<file path="config.mk">
export PLATFORM = sky130hd
export DESIGN_NAME = m_mem_ctrl_flat
export DESIGN_NICKNAME = d
export VERILOG_FILES = /design/src/rtl/m_mem_ctrl_if.sv /design/src/rtl/m_mem_ctrl.sv /design/src/flat_wrapper.sv
export SDC_FILE = /design/constraint.sdc
export NUM_CORES = 1
export LEC_CHECK = 0
export BUFFER_PORTS_ARGS = -buffer_cell sky130_fd_sc_hd__buf_2
export CAP_MARGIN = 20
export CORE_UTILIZATION = 30
export DETAILED_ROUTE_END_ITERATION = 6
export GPL_TIMING_DRIVEN = 0
export PLACE_DENSITY = 0.56
export SKIP_CTS_REPAIR_TIMING = 1
export SYNTH_ARGS = -nofsm -noshare
export SYNTH_HDL_FRONTEND = slang
export SYNTH_SLANG_ARGS = --single-unit
</file>
<file path="constraint.sdc">
create_clock -name clk -period 3.5 [get_ports clk]
set_input_delay 0.175 -clock clk [delete_from_list [all_inputs] [get_ports clk]]
set_output_delay 0.175 -clock clk [all_outputs]
set_load 0.05 [all_outputs]
</file>
<file path="src/rtl/m_mem_ctrl_if.sv">
// Data-memory bus between the M-stage access controller and memory (or a wait-state bridge).
// Single outstanding request; the controller holds all request fields stable until bus_ack.
interface m_mem_ctrl_if;
  logic        bus_req;
  logic        bus_we;
  logic [3:0]  bus_be;
  logic [31:0] bus_addr;
  logic [31:0] bus_wdata;
  logic        bus_ack;
  logic [31:0] bus_rdata;

  modport master (
    output bus_req, bus_we, bus_be, bus_addr, bus_wdata,
    input  bus_ack, bus_rdata
  );

  modport slave (
    input  bus_req, bus_we, bus_be, bus_addr, bus_wdata,
    output bus_ack, bus_rdata
  );
endinterface

</file>
<file path="src/rtl/m_mem_ctrl.sv">
// M-stage load/store controller: alignment check, req/ack bus access with timeout,
// pipeline stall while busy, lane-replicated store data and sign/zero-extended load data.
module m_mem_ctrl #(
  parameter int TIMEOUT = 15
) (
  input  logic        clk,
  input  logic        rstn,
  input  logic        M_Req,
  input  logic        M_Write,
  input  logic [1:0]  M_Size,
  input  logic        M_Unsigned,
  input  logic [31:0] M_Addr,
  input  logic [31:0] M_WData,
  output logic        M_Stall,
  output logic        M_Done,
  output logic [1:0]  M_Exc,
  output logic [31:0] M_RData,
  m_mem_ctrl_if.master bus
);

  typedef enum logic [1:0] {
    IDLE = 2'd0,
    REQ  = 2'd1,
    DONE = 2'd2
  } state_t;

  localparam logic [1:0] SZ_BYTE = 2'd0;
  localparam logic [1:0] SZ_HALF = 2'd1;
  localparam logic [1:0] SZ_WORD = 2'd2;

  localparam logic [1:0] EXC_ADEL = 2'd1;
  localparam logic [1:0] EXC_ADES = 2'd2;
  localparam logic [1:0] EXC_TMO  = 2'd3;

  localparam logic [7:0] TMO_LAST = 8'(TIMEOUT - 1);

  state_t      state;
  logic [7:0]  wait_cnt;
  logic [1:0]  lane_p1;
  logic [1:0]  size_p1;
  logic        uns_p1;

  function automatic logic misaligned(input logic [1:0] size, input logic [1:0] lo);
    case (size)
      SZ_BYTE: misaligned = 1'b0;
      SZ_HALF: misaligned = lo[0];
      SZ_WORD: misaligned = (lo != 2'b00);
      default: misaligned = 1'b1;
    endcase
  endfunction

  function automatic logic [3:0] byte_en(input logic [1:0] size, input logic [1:0] lo);
    case (size)
      SZ_BYTE: byte_en = 4'b0001 << lo;
      SZ_HALF: byte_en = lo[1] ? 4'b1100 : 4'b0011;
      default: byte_en = 4'b1111;
    endcase
  endfunction

  function automatic logic [31:0] store_data(input logic [1:0] size, input logic [31:0] src);
    case (size)
      SZ_BYTE: store_data = {4{src[7:0]}};
      SZ_HALF: store_data = {2{src[15:0]}};
      default: store_data = src;
    endcase
  endfunction

  function automatic logic [31:0] load_ext(input logic [31:0] raw, input logic [1:0] lo,
                                           input logic [1:0] size, input logic uns);
    logic signed [7:0]  b;
    logic signed [15:0] h;
    b = 8'(raw >> {lo, 3'b000});
    h = 16'(raw >> {lo[1], 4'b0000});
    case (size)
      SZ_BYTE: load_ext = uns ? {24'd0, b} : {{24{b[7]}}, b};
      SZ_HALF: load_ext = uns ? {16'd0, h} : {{16{h[15]}}, h};
      default: load_ext = raw;
    endcase
  endfunction

  // Stall covers the launch cycle and every REQ cycle; DONE lets the instruction retire.
  assign M_Stall = ((state == IDLE) && M_Req) || (state == REQ);

  always_ff @(posedge clk or negedge rstn) begin
    if (!rstn) begin
      state         <= IDLE;
      wait_cnt      <= 8'd0;
      lane_p1       <= 2'd0;
      size_p1       <= 2'd0;
      uns_p1        <= 1'b0;
      bus.bus_req   <= 1'b0;
      bus.bus_we    <= 1'b0;
      bus.bus_be    <= 4'd0;
      bus.bus_addr  <= 32'd0;
      bus.bus_wdata <= 32'd0;
      M_Done        <= 1'b0;
      M_Exc         <= 2'd0;
      M_RData       <= 32'd0;
    end else begin
      M_Done <= 1'b0;
      M_Exc  <= 2'd0;
      case (state)
        // IDLE -> launch or reject
        IDLE: begin
          if (M_Req) begin
            if (misaligned(M_Size, M_Addr[1:0])) begin
              state  <= DONE;
              M_Done <= 1'b1;
              M_Exc  <= M_Write ? EXC_ADES : EXC_ADEL;
            end else begin
              state         <= REQ;
              wait_cnt      <= 8'd0;
              lane_p1       <= M_Addr[1:0];
              size_p1       <= M_Size;
              uns_p1        <= M_Unsigned;
              bus.bus_req   <= 1'b1;
              bus.bus_we    <= M_Write;
              bus.bus_be    <= byte_en(M_Size, M_Addr[1:0]);
              bus.bus_addr  <= {M_Addr[31:2], 2'b00};
              bus.bus_wdata <= store_data(M_Size, M_WData);
            end
          end
        end
        // REQ -> wait for ack; ack beats the timeout when both land together
        REQ: begin
          if (bus.bus_ack) begin
            state       <= DONE;
            bus.bus_req <= 1'b0;
            M_Done      <= 1'b1;
            if (!bus.bus_we)
              M_RData <= load_ext(bus.bus_rdata, lane_p1, size_p1, uns_p1);
          end else if (wait_cnt == TMO_LAST) begin
            state       <= DONE;
            bus.bus_req <= 1'b0;
            M_Done      <= 1'b1;
            M_Exc       <= EXC_TMO;
          end else begin
            wait_cnt <= wait_cnt + 8'd1;
          end
        end
        // DONE -> retire
        DONE: state <= IDLE;
        default: state <= IDLE;
      endcase
    end
  end

endmodule

</file>
<file path="src/flat_wrapper.sv">
// flat-port wrapper written by rule: the top's interface ports become plain ports
module m_mem_ctrl_flat 
#(
  parameter int TIMEOUT = 15
)
  (clk, rstn, M_Req, M_Write, M_Size, M_Unsigned, M_Addr, M_WData, M_Stall, M_Done, M_Exc, M_RData, bus_bus_req, bus_bus_we, bus_bus_be, bus_bus_addr, bus_bus_wdata, bus_bus_ack, bus_bus_rdata);
  m_mem_ctrl_if bus_i ();
  input  logic clk;
  input  logic rstn;
  input  logic M_Req;
  input  logic M_Write;
  input  logic [1:0] M_Size;
  input  logic M_Unsigned;
  input  logic [31:0] M_Addr;
  input  logic [31:0] M_WData;
  output logic M_Stall;
  output logic M_Done;
  output logic [1:0] M_Exc;
  output logic [31:0] M_RData;
  output wire logic [$bits(bus_i.bus_req)-1:0] bus_bus_req;
  output wire logic [$bits(bus_i.bus_we)-1:0] bus_bus_we;
  output wire logic [$bits(bus_i.bus_be)-1:0] bus_bus_be;
  output wire logic [$bits(bus_i.bus_addr)-1:0] bus_bus_addr;
  output wire logic [$bits(bus_i.bus_wdata)-1:0] bus_bus_wdata;
  input wire logic [$bits(bus_i.bus_ack)-1:0] bus_bus_ack;
  input wire logic [$bits(bus_i.bus_rdata)-1:0] bus_bus_rdata;
  assign bus_bus_req = bus_i.bus_req;
  assign bus_bus_we = bus_i.bus_we;
  assign bus_bus_be = bus_i.bus_be;
  assign bus_bus_addr = bus_i.bus_addr;
  assign bus_bus_wdata = bus_i.bus_wdata;
  assign bus_i.bus_ack = bus_bus_ack;
  assign bus_i.bus_rdata = bus_bus_rdata;
  m_mem_ctrl #(.TIMEOUT(TIMEOUT)) u_core (.clk(clk), .rstn(rstn), .M_Req(M_Req), .M_Write(M_Write), .M_Size(M_Size), .M_Unsigned(M_Unsigned), .M_Addr(M_Addr), .M_WData(M_WData), .M_Stall(M_Stall), .M_Done(M_Done), .M_Exc(M_Exc), .M_RData(M_RData), .bus(bus_i));
endmodule
</file>
# [Yosys cells after proc, flatten, opt, wreduce, memory -nomap -nowiden]
# Cells that the tools add are included.
[op_classes] mux=35 n_eq_ne=10 n_bitwise=2 n_shift=3 n_addsub=1 n_reduce_logical=12
[op_table] op="one-hot mux 32 bit (2 select lines)" count=2
[op_table] op="2-to-1 mux 32 bit" count=2
[op_table] op="2-to-1 mux 8 bit" count=4
[op_table] op="right shift 32 x 5 -> 16 bit" count=1
[op_table] op="right shift 32 x 5 -> 8 bit" count=1
[op_table] op="2-to-1 mux 2 bit" count=9
[op_table] op="one-hot mux 8 bit (2 select lines)" count=1
[op_table] op="2-to-1 mux 1 bit" count=10
[op_table] op="adder 8 x 1 -> 8 bit, second input constant" count=1
[op_table] op="== test 8 x 4 -> 1 bit, second input constant" count=1
[op_table] op="inequality test 2 bit, second input constant" count=4
[op_table] op="one-hot mux 2 bit (2 select lines)" count=2
[op_table] op="one-hot mux 4 bit (2 select lines)" count=1
[op_table] op="== test 2 x 1 -> 1 bit, second input constant" count=3
[op_table] op="zero test 2 bit" count=3
[op_table] op="AND reduction 3 bit" count=2
[op_table] op="AND reduction 5 bit" count=1
[op_table] op="2-to-1 mux 4 bit" count=1
[op_table] op="one-hot mux 1 bit (2 select lines)" count=2
[op_table] op="AND reduction 4 bit" count=1
[op_table] op="nonzero test 2 bit" count=2
[op_table] op="<< shifter 1 x 2 -> 4 bit, first input constant" count=1
[op_table] op="inequality test 3 bit, second input constant" count=1
[op_table] op="one-hot mux 1 bit (3 select lines)" count=1
[op_table] op="5 further kinds" count=6
[word_totals] output_inout_bits=106 inputBits=104 wordCells=76 regBits=118

# [Logic depth before layout (Yosys ltp)]
# Gate-level depths: netlist of the first run.
[depth] depth_word=7 mapped_depth=7 ltp_nobuf=5

# [Worst setup path before layout of the first run]
# Ideal clock, no wire load.
[synth_timing] path_type="reg2reg" startpoint="register u_core.state[1]" endpoint="register u_core.bus.bus_addr[10]" arrival_ps=1456 stages_incl_launch_ff=7 required_time_ps=3375 setup_time_ps=125 synth_period_minus_slack_ps=1581 path_buffers=3 path_slack_ps=1919 path_cell_list="dfrtp_1 buf_6 nor3b_4 nand3_2 buf_6 buf_6 mux2_4"
[synth_between] elab_chain_len=2
[synth_rtl] item="start: declaration" line_no="m_mem_ctrl.sv:37" source="state_t state;"
[synth_rtl] item="start signal: assignment" line_no="m_mem_ctrl.sv:86" source="state <= IDLE;"
[synth_rtl] item="start signal: assignment" line_no="m_mem_ctrl.sv:107" source="state <= DONE;"
[synth_rtl] item="start signal: assignment" line_no="m_mem_ctrl.sv:111" source="state <= REQ;"
[synth_rtl] item="zero test 2 bit" line_no="m_mem_ctrl.sv:102" source="case (state)"
[synth_rtl] item="AND reduction 3 bit (no source line)"
[synth_rtl] item="end signal: assignment" line_no="m_mem_ctrl.sv:119" source="bus.bus_addr <= {M_Addr[31:2], 2'b00};"
[synth_rtl] item="end: declaration" line_no="m_mem_ctrl_if.sv:13" source="output bus_req, bus_we, bus_be, bus_addr, bus_wdata,"
# Every way passes these cells.
# A chain may end at the register's enable or synchronous reset.

# [Worst setup path after layout of the first run]
[layout_timing] startpoint="register u_core.lane_p1[1]" endpoint="register u_core.M_RData[25]"
[layout_between] elab_chain_len=3 word_cells_on_any_way=5 classes_between="shift (2); mux (3)"
[layout_rtl] item="start: declaration" line_no="m_mem_ctrl.sv:39" source="logic [1:0] lane_p1;"
[layout_rtl] item="start signal: assignment" line_no="m_mem_ctrl.sv:113" source="lane_p1 <= M_Addr[1:0];"
[layout_rtl] item="right shift 32 x 5 -> 16 bit / right shift 32 x 5 -> 8 bit (equally long branches)" line_no="m_mem_ctrl.sv:73, m_mem_ctrl.sv:72"
[layout_rtl] item="2-to-1 mux 32 bit (on tied branches)" line_no="m_mem_ctrl.sv:76, m_mem_ctrl.sv:75"
[layout_rtl] item="one-hot mux 32 bit (2 select lines) (*)" line_no="m_mem_ctrl.sv:74" source="case (size)"
[layout_rtl] item="end signal: assignment" line_no="m_mem_ctrl.sv:131" source="M_RData <= load_ext(bus.bus_rdata, lane_p1, size_p1, uns_p1);"
[layout_rtl] item="end: declaration" line_no="m_mem_ctrl.sv:17" source="output logic [31:0] M_RData,"
# Every way passes the cells marked *; elsewhere a longest branch is shown, timed or not.

==> results.toml, run 1 <==
[yosys]
synth_edf_count = 0
ys_seq_area_frac = 0.5157
synth.area.top_cells = "dfrtp_1, mux2_4, mux2i_1"
synth_top_family_by_area = "multiplexers"
yosysUniqueCellTypes = 51
yosys.area_share.simple = 0.1167
synthTopCellsByCount = "dfrtp_1, nand2_1, nor2_1"
ys_warn_count = 0
synth_compound_area_frac = 0.1237
async_flop_share = 1.000
syn-cell-area_um2 = 5725
synthMuxAreaShare = 0.1917
avgSynthCellArea_um2 = 11.14
synthCells = 514
synthFlopType = "dfrtp_1"
ys_ff_latch = 118
yosys.cell_count.top_type = "dfrtp_1"
netlist.top_cell.by_area = "dfrtp_1"
synth.top_cell.area_share = 0.5157
synthAdderAreaFrac = 0.004371
synth_xor_xnor_area_share = 0.007649

[flow_run]
maxCapViolations = 0

[clock_network]
cts_buffers = 17
clockBufferDepth = 2
h-tree-depth = 4
cts_root_buf = "clkbuf_16"
clk_pin_slew_worst_paths_ns = 0.06
clk_latency_ns = 0.41
clock-sinks = 118
cts_tree = "yes"

[timing]
worst_slew_pin_slew_ns = 0.7253
final_max_slew_viol_count = 0
tns_ns = 0
rsz0062_at_grt = "false"
period_minus_slack_ns = 1.873
min_period_over_period = 0.5352
finalSetupViolations = 0
hold_viol = 0
slew_headroom = 0.5165
timing.fmax_mhz = 533.9
final.setup_skew_ns = 0.008037

[floorplan]
start_util = 0.3061
num_rows = 50
die_h_um = 140.2
pin_count = 210
die_w_um = 140.2
coreArea_um2 = 18710
die_area_um2 = 19640

[place]
gp_congestion = 0.7692
io_buffers = 206
dp_hpwl_um = 12080

[global_routing]
grt_pass1_wl_um = 26190
grt_use_met1 = 0.2255
busiest_layer = "met2"
grt_pass1_vias = 4738
grt_max_degree = 61
antenna_found_initial = 1
grt-ovfl-total = 0
met2_usage = 0.2797
grtUsageTotal = 0.1736
grt_use_met3 = 0.04889

[setup_path]
end_kind = "flip-flop"
path_class = "flip-flop to flip-flop"
path_max_fanout = 10
cp.arrival_ns = 2.15
cp-start-kind = "flip-flop"
required_ns = 3.78

[drt]
wire_per_inst_um = 16.73
drc = 0
dr.pass1.iters = 4
drt-total-wl_um = 17070
detail_route.iter0.violations = 189
viasPerCell = 4.807
antenna_left = 0
vias = 4903

[layout]
fin_nets = 879
finish.utilization = 0.4326
drive_above_1_share = 0.3982
fillers = 1815
syn_to_final_growth_pct = 41.35
diodes = 0

[pwr]
leakagePower_nw = 4.076
p_per_area_nw_per_um2 = 959.2
power_mw = 7.762
ir_worst_vdd_mv = 0.3482

[worst_hold_path]
worstHoldPathType = "primary input to flip-flop"

[run_status]
outcome = "completed"
state kept, by name, indices dropped and copies added, names as in the netlist:
name,count
u_core.M_RData,32
u_core.bus.bus_wdata,32
u_core.bus.bus_addr,30
u_core.wait_cnt,8
u_core.bus.bus_be,4
u_core.M_Exc,2
u_core.lane_p1,2
u_core.size_p1,2
u_core.state,2
u_core.M_Done,1
u_core.bus.bus_req,1
u_core.bus.bus_we,1
u_core.uns_p1,1
area by class of cell:
class                           instances  area (µm²)  area share
Sequential cell                       118        2953      0.3649
Multi-Input combinational cell        358        2550      0.3151
Timing Repair Buffer                  239        1385      0.1712
Clock buffer                           18       439.2     0.05427
Tap cell                              234       292.8     0.03618
Clock inverter                         14       246.5     0.03046
Buffer                                 36       215.2     0.02659
Inverter                                3       11.26    0.001391
worst max-delay path, cell delays in order (launching register included):
cell and delay (ns):
dfrtp_1 0.31, buf_2 0.24, mux2i_1 0.31, mux2i_1 0.14
a21oi_2 0.35, buf_2 0.30, a21oi_1 0.10
power breakdown:
part	total [mW]	internal, mW	switching, mW
Clock	2.02	1.36	0.657
Combinational	3.55	1.01	2.54
Sequential	2.19	1.88	0.310
Total	7.76	4.25	3.51
final timing paths:
path,endpoint,slack (ns),from,cells after the start
worst max-delay path,u_core.M_RData[25],1.63,u_core.lane_p1[1],6
worst min-delay path,u_core.bus.bus_addr[19],0.01,M_Addr[19],2
worst max register to register,u_core.M_RData[25],1.63,u_core.lane_p1[1],6
worst min register to register,u_core.bus.bus_wdata[14],0.47,u_core.bus.bus_wdata[14],2
max in group asynchronous,u_core.bus.bus_wdata[22],2.46,rstn,3
min in group asynchronous,u_core.M_RData[6],0.32,rstn,2
through the flow:
stage	instance area [µm²]	setup WS (ns)	instances	hold WS, ns
CTS	7772	1.618	988	-0.2549
global placement	7053	0.5744	955	0.4066
floorplan	5729	1.919	515	-0.1206
global route	8093	1.471	1020	0.002536
detailed placement	7087	1.634	956	0.1917
finish	8093	1.627	1020	0.01487
placed cells by master (no fill, tap or decap), types with 17 or more instances in the layout:
cell type,synthesis,layout
a21oi_1,37,37
buf_2,10,215
clkbuf_16,0,17
dfrtp_1,118,118
dlygate4sd3_1,0,32
mux2_4,40,40
mux2i_1,44,44
nand2_1,63,63
nor2_1,51,51
o21ai_0,36,36
cells by family (layout without fill, tap and decap cells):
kind of cell | count (synthesis) | count (layout)
AND/OR/NAND/NOR | 145 | 145
flip-flops | 118 | 118
AO/OA/AOI/OAI | 116 | 116
multiplexers | 88 | 88
buffers and inverters | 39 | 310
XOR/XNOR | 5 | 5
adder cells (fa/ha/maj) | 2 | 2
other | 1 | 2
layer usage:
| metal | up-vias | share of wire |
|---|---|---|
| met1 | 2368 | 0.46 |
| met2 | 165 | 0.47 |
| met4 | 2 | 0.016 |
| li1 | 2346 | - |
| met3 | 22 | 0.057 |
| met5 | - | 0.00059 |
(Power assumes the default switching activity.)
==> run 2: changes to the inputs <==
==> constraint.sdc (replaced) <==
create_clock -name clk -period 2 [get_ports clk]
set_input_delay 0.1 -clock clk [delete_from_list [all_inputs] [get_ports clk]]
set_output_delay 0.1 -clock clk [all_outputs]
set_load 0.05 [all_outputs]
==> run 2 against run 1 <==
Effect of this change:
- largest cell class unchanged
- the flow now finishes with violations (hold timing)
- count of clock-buffer cells in the layout stayed put
- critical path type unchanged
- first-iteration DRC count rose by 13%
- utilization is 1.8 points higher
- flip-flop and latch count is the same
- cell count increased by 3.3%
- non-clock buffer count increased by 34
- maximum frequency increased by 3.3%
- worst setup slack lost 1.4 ns
- highest routed layer unchanged
- critical path depth rose by 1
- die area stayed put
- register-to-register slack worse by 1.4 ns
- worst hold slack lost 0.034 ns
==> results.toml, run 2 (synthesis results as in run 1) <==
[timing]
finalSetupViolations = 0
hold_viol = 10
min_period_over_period = 0.9071
timing.fmax_mhz = 551.2
slew_headroom = 0.5134
final.setup_skew_ns = 0.008114
whs_ns = -0.01960
tns_ns = 0
finalWorstSetupSlack_ns = 0.1859
final_max_slew_viol_count = 0
period_minus_slack_ns = 1.814
rsz0062_at_grt = "false"
worst_slew_pin_slew_ns = 0.7299

[drt]
dr.pass1.iters = 6
wire_per_inst_um = 16.57
detail_route.iter0.violations = 214
antenna_left = 0
viasPerCell = 4.839
drt-total-wl_um = 17470
drc = 0
vias = 5100

[clock_network]
clk_latency_ns = 0.41
clock-sinks = 118
clk_pin_slew_worst_paths_ns = 0.06
cts_tree = "yes"
clockBufferDepth = 2
cts_buffers = 17
cts_root_buf = "clkbuf_16"
h-tree-depth = 4

[setup_path]
worstPathCellList = "buf_6, nor3b_4, nand3_2, buf_6, clkbuf_2, nand2_1, o21ai_0"
cp_slowest_cell = "dfrtp_1"
path_class = "flip-flop to flip-flop"
max_stage_delay_ns = 0.38
cp-start-kind = "flip-flop"
crit_top_cell = "buf_6"
end_kind = "flip-flop"
critPathTopFamily = "simple AND/OR/NAND/NOR gates"
path_max_fanout = 10
cp.arrival_ns = 2.08
crit_buf_inv = 3
required_ns = 2.26

[layout]
instances_no_fill = 1054
layout_commonest_cell = "buf_2"
drive_above_1_share = 0.3854
fin_area_um2 = 8433
reg_top3 = "u_core.M_RData x32, u_core.bus.bus_wdata x32, u_core.bus.bus_addr x30"
fin_nets = 913
mostFrequentLayoutCells = "buf_2, dfrtp_1, dlygate4sd3_1, nand2_1, nor2_1"
syn_to_final_growth_pct = 47.29
diodes = 0

[floorplan]
die_area_um2 = 19640
start_util = 0.3061
coreArea_um2 = 18710
num_rows = 50
pin_count = 210
die_h_um = 140.2
die_w_um = 140.2

[place]
place_inst = 956
gp_congestion = 0.7692
dp_hpwl_um = 12080
io_buffers = 206
place_ws_ns = 0.1344
placed_cell_area_um2 = 7087

[flow_run]
maxCapViolations = 0

[global_routing]
grt-ovfl-total = 0
grtUsageTotal = 0.1736
grt_pass1_wl_um = 26190
antenna_found_initial = 1
grt_pass1_vias = 4738
grt_max_degree = 61

[pwr]
p_per_area_nw_per_um2 = 1619
power_mw = 13.65
ir_worst_vdd_mv = 0.6097
leakagePower_nw = 4.224

[worst_hold_path]
worstHoldPathType = "primary input to flip-flop"

[run_status]
outcome = "finished, violations left"
violations = "hold timing"
run 2: cell count changes in the layout (fill, tap and decap cells not counted):
| cell | delta |
|---|---|
| clkbuf_1 | -2 |
| clkbuf_2 | +2 |
| dlygate4sd3_1 | +33 |
| buf_4 | +1 |
run 2: path summary, 6_finish.rpt:
check | start | depth (start not counted) | endpoint | slack [ns]
setup / recovery | u_core.state[1] | 7 | u_core.bus.bus_wdata[26] | 0.19
hold / removal | M_WData[19] | 3 | u_core.bus.bus_wdata[19] | -0.02
setup reg to reg | u_core.state[1] | 7 | u_core.bus.bus_wdata[26] | 0.19
hold reg to reg | u_core.bus.bus_wdata[14] | 2 | u_core.bus.bus_wdata[14] | 0.47
max in group asynchronous | rstn | 3 | u_core.bus.bus_wdata[22] | 1.03
min in group asynchronous | rstn | 2 | u_core.M_RData[1] | 0.25
run 2: through the flow:
stage	hold slack, ns	utilization
3_3_place_gp	0.3316	0.3771
2_1_floorplan	-0.1956	-
3_5_place_dp	0.1167	0.3789
5_1_grt	0.0007328	0.4508
4_1_cts	-0.3299	0.4155
6_report	-0.01960	0.4508
run 2: cell type report:
class | instances | area [µm²]
Buffer | 36 | 217.7
Timing Repair Buffer | 273 | 1723
Clock buffer | 18 | 439.2
Inverter | 3 | 11.26
Fill cell | 1782 | 10270
Tap cell | 234 | 292.8
Clock inverter | 14 | 246.5
Multi-Input combinational cell | 358 | 2550
Sequential cell | 118 | 2953
run 2: worst reg2reg max path, stage by stage, from the launching register on:
cell	delay, ns
dfrtp_1	0.38
buf_6	0.14
nor3b_4	0.35
nand3_2	0.15
buf_6	0.18
clkbuf_2	0.24
nand2_1	0.14
o21ai_0	0.09
run 2: per-layer routing:
layer | global-route usage | up-vias | part of all wire
met5 | 0 | - | 0.00057
met2 | 0.2797 | 157 | 0.47
met3 | 0.04889 | 24 | 0.050
met4 | 0.05321 | 2 | 0.017
li1 | - | 2412 | -
met1 | 0.2255 | 2505 | 0.46
run 2: power by group:
group / internal (mW) / total, mW / switching (mW) / leakage (nW)
clock: 2.39 / 3.54 / 1.15 / 0.335
combinational: 1.81 / 6.28 / 4.47 / 2.47
sequential: 3.29 / 3.84 / 0.547 / 1.42
total: 7.48 / 13.7 / 6.17 / 4.22
==> run 3: changes to the inputs <==
--- a/config.mk
+++ b/config.mk
@@ -5,6 +5,7 @@
 export SDC_FILE = /design/constraint.sdc
 export NUM_CORES = 1
 export LEC_CHECK = 0
+export ABC_AREA = 1
 export BUFFER_PORTS_ARGS = -buffer_cell sky130_fd_sc_hd__buf_2
 export CAP_MARGIN = 20
 export CORE_UTILIZATION = 30
==> run 3 against run 2 <==
Effect of this change:
- the run ends with DRC, hold timing left
- count of clock-buffer cells in the layout shrank 1
- via count rose by 9.8%
- routed wire length is 3.0% higher
- first-iteration DRC count grew 59%
- register-to-register slack better by 0.20 ns
- sequential power is 1% lower
- critical path depth down 3
- global-route usage up 1.2 points
- combinational power down 2%
- maximum frequency grew 10%
- die area down 2.3%
- non-clock buffer count down 9
- largest power group unchanged
==> results.toml, run 3 <==
[layout]
syn_to_final_growth_pct = 44.84
multi_input_area_um2 = 2282
fin_nets = 1091
drive_above_1_share = 0.2926
mostFrequentLayoutCells = "nand2_1, buf_2, dfrtp_1, a21oi_1, dlygate4sd3_1"
reg_top3 = "u_core.M_RData x32, u_core.bus.bus_wdata x32, u_core.bus.bus_addr x30"
layout_commonest_cell = "nand2_1"
diodes = 0
seqCellArea_um2 = 2953
fillers = 1817

[flow_run]
maxCapViolations = 0

[clock_network]
h-tree-depth = 4
clockBufferDepth = 2
cts_root_buf = "clkbuf_16"
cts_buffers = 17
cts_tree = "yes"
clk_pin_slew_worst_paths_ns = 0.06
clock-sinks = 118
clk_latency_ns = 0.42

[drt]
dr.pass1.iters = 7
drt-total-wl_um = 17990
vias = 5600
antenna_left = 0
viasPerCell = 4.564
wire_per_inst_um = 14.66
detail_route.iter0.violations = 340
drc = 22

[pwr]
power.switching_mw = 6.506
ir_worst_vdd_mv = 0.9154
switching_share = 0.5008
power_report.internal_total_mw = 6.485
pwr-share-comb = 0.473
leakagePower_nw = 4.325
seqPwrFrac = 0.292
power_mw = 12.99
p_per_area_nw_per_um2 = 1605
power_frac_clock = 0.235

[place]
io_buffers = 205
gp_congestion = 0.8350
dp_hpwl_um = 12630

[timing]
whs_ns = -0.009509
final_max_slew_viol_count = 0
final.setup_skew_ns = 0.01325
tns_ns = 0
hold_viol = 3
timing.fmax_mhz = 608.9
period_minus_slack_ns = 1.642
finalSetupViolations = 0
worst_slew_pin_slew_ns = 0.6805
slew_headroom = 0.5446
min_period_over_period = 0.8212
rsz0062_at_grt = "false"

[floorplan]
die_h_um = 138.5
start_util = 0.3090
die_w_um = 138.5
pin_count = 210
num_rows = 49
coreArea_um2 = 18090
die_area_um2 = 19180

[run_status]
violations = "DRC, hold timing"
outcome = "finished, violations left"

[yosys]
synthTopCellsByCount = "nand2_1, dfrtp_1, a21oi_1"
avgSynthCellArea_um2 = 7.962
synthFlopType = "dfrtp_1"
yosysUniqueCellTypes = 29
synth_edf_count = 0
async_flop_share = 1.000
netlist.top_cell.by_area = "dfrtp_1"
synthCells = 702
syn-cell-area_um2 = 5589
yosys.cell_count.top_type = "nand2_1"
synth.area.top_cells = "dfrtp_1, nand2_1, a21oi_1"
ys_ff_latch = 118
ys_warn_count = 0
synth.top_cell.area_share = 0.5283
ys_seq_area_frac = 0.5283

[global_routing]
grt-ovfl-total = 0
grt_pass1_vias = 5166
grtUsageTotal = 0.1860
grt_pass1_wl_um = 27860
grt_max_degree = 92
antenna_found_initial = 0

[setup_path]
required_ns = 1.90
cp.arrival_ns = 1.54
end_kind = "output port"
path_max_fanout = 6
path_class = "flip-flop to output port"
cp-start-kind = "flip-flop"

[worst_hold_path]
worstHoldPathType = "primary input to flip-flop"
[run 3: power groups by stage]
| stage | sequential (mW) | clock (mW) | combinational [mW] |
|---|---|---|---|
| global placement | 3.80 | 0 | 6.04 |
| global route | 3.91 | 3.26 | 6.58 |
| floorplan | 6.71 | 0 | 1.57 |
| CTS | 3.79 | 3.12 | 6.10 |
| detailed placement | 3.80 | 0 | 6.10 |
| finish | 3.79 | 3.05 | 6.15 |
[run 3: kinds of logic after synthesis]
| group | after synthesis | synth area share |
|---|---|---|
| flip-flops | 118 | 0.5283 |
| XOR/XNOR | 4 | 0.006268 |
| AO/OA/AOI/OAI | 139 | 0.1332 |
| other | 1 | 0.0006709 |
| AND/OR/NAND/NOR | 366 | 0.2630 |
| buffers and inverters | 72 | 0.06403 |
| adder cells (fa/ha/maj) | 2 | 0.004477 |
[run 3: layout make-up]
class	instances	area share
clock inverters	15	0.01978
plain buffers	37	0.02782
flip-flops and latches	118	0.3648
inverters	35	0.01638
repair buffers	263	0.2014
well taps	229	0.03539
multi-input cells	513	0.2819
clock buffers	17	0.05255
[run 3: per-layer routing]
layer / global-route usage / vias up / routed length, µm
li1: - / 2805 / -
met1: 0.2458 / 2609 / 8130
met2: 0.2904 / 174 / 8502
met3: 0.06651 / 12 / 1203
met4: 0.04258 / 0 / 156
met5: 0 / - / 0
[run 3: final timing paths]
kind,slack [ns],from,cells past startpoint,endpoint
worst max register to register,0.39,u_core.state[0],5,u_core.lane_p1[1]
worst min-delay path,-0.01,M_WData[25],3,u_core.bus.bus_wdata[25]
worst min register to register,0.47,u_core.bus.bus_req,2,u_core.bus.bus_req
max in group asynchronous,1.10,rstn,3,u_core.bus.bus_be[3]
min in group asynchronous,0.12,rstn,2,u_core.M_Exc[1]
worst max-delay path,0.36,u_core.state[0],4,M_Stall
[run 3: stage by stage]
step | area (µm²) | instances | hold slack (ns) | util | worst slack, ns
after floorplan | 5593 | 703 | -0.1956 | - | 0.5678
final | 8095 | 1227 | -0.009509 | 0.4476 | 0.3576
after CTS | 7525 | 1170 | -0.4476 | 0.4161 | 0.3119
after global placement | 6905 | 1137 | 0.2924 | 0.3818 | -0.8747
after detailed placement | 6939 | 1138 | -0.001301 | 0.3837 | 0.3449
after global routing | 8095 | 1227 | 0.0002559 | 0.4476 | 0.2055
[run 3: worst max-delay path, stage by stage (launching register included)]
cell and delay, ns:
dfrtp_1 0.38, nor2_1 0.15, nand2_1 0.23, nand2_1 0.11
buf_2 0.26
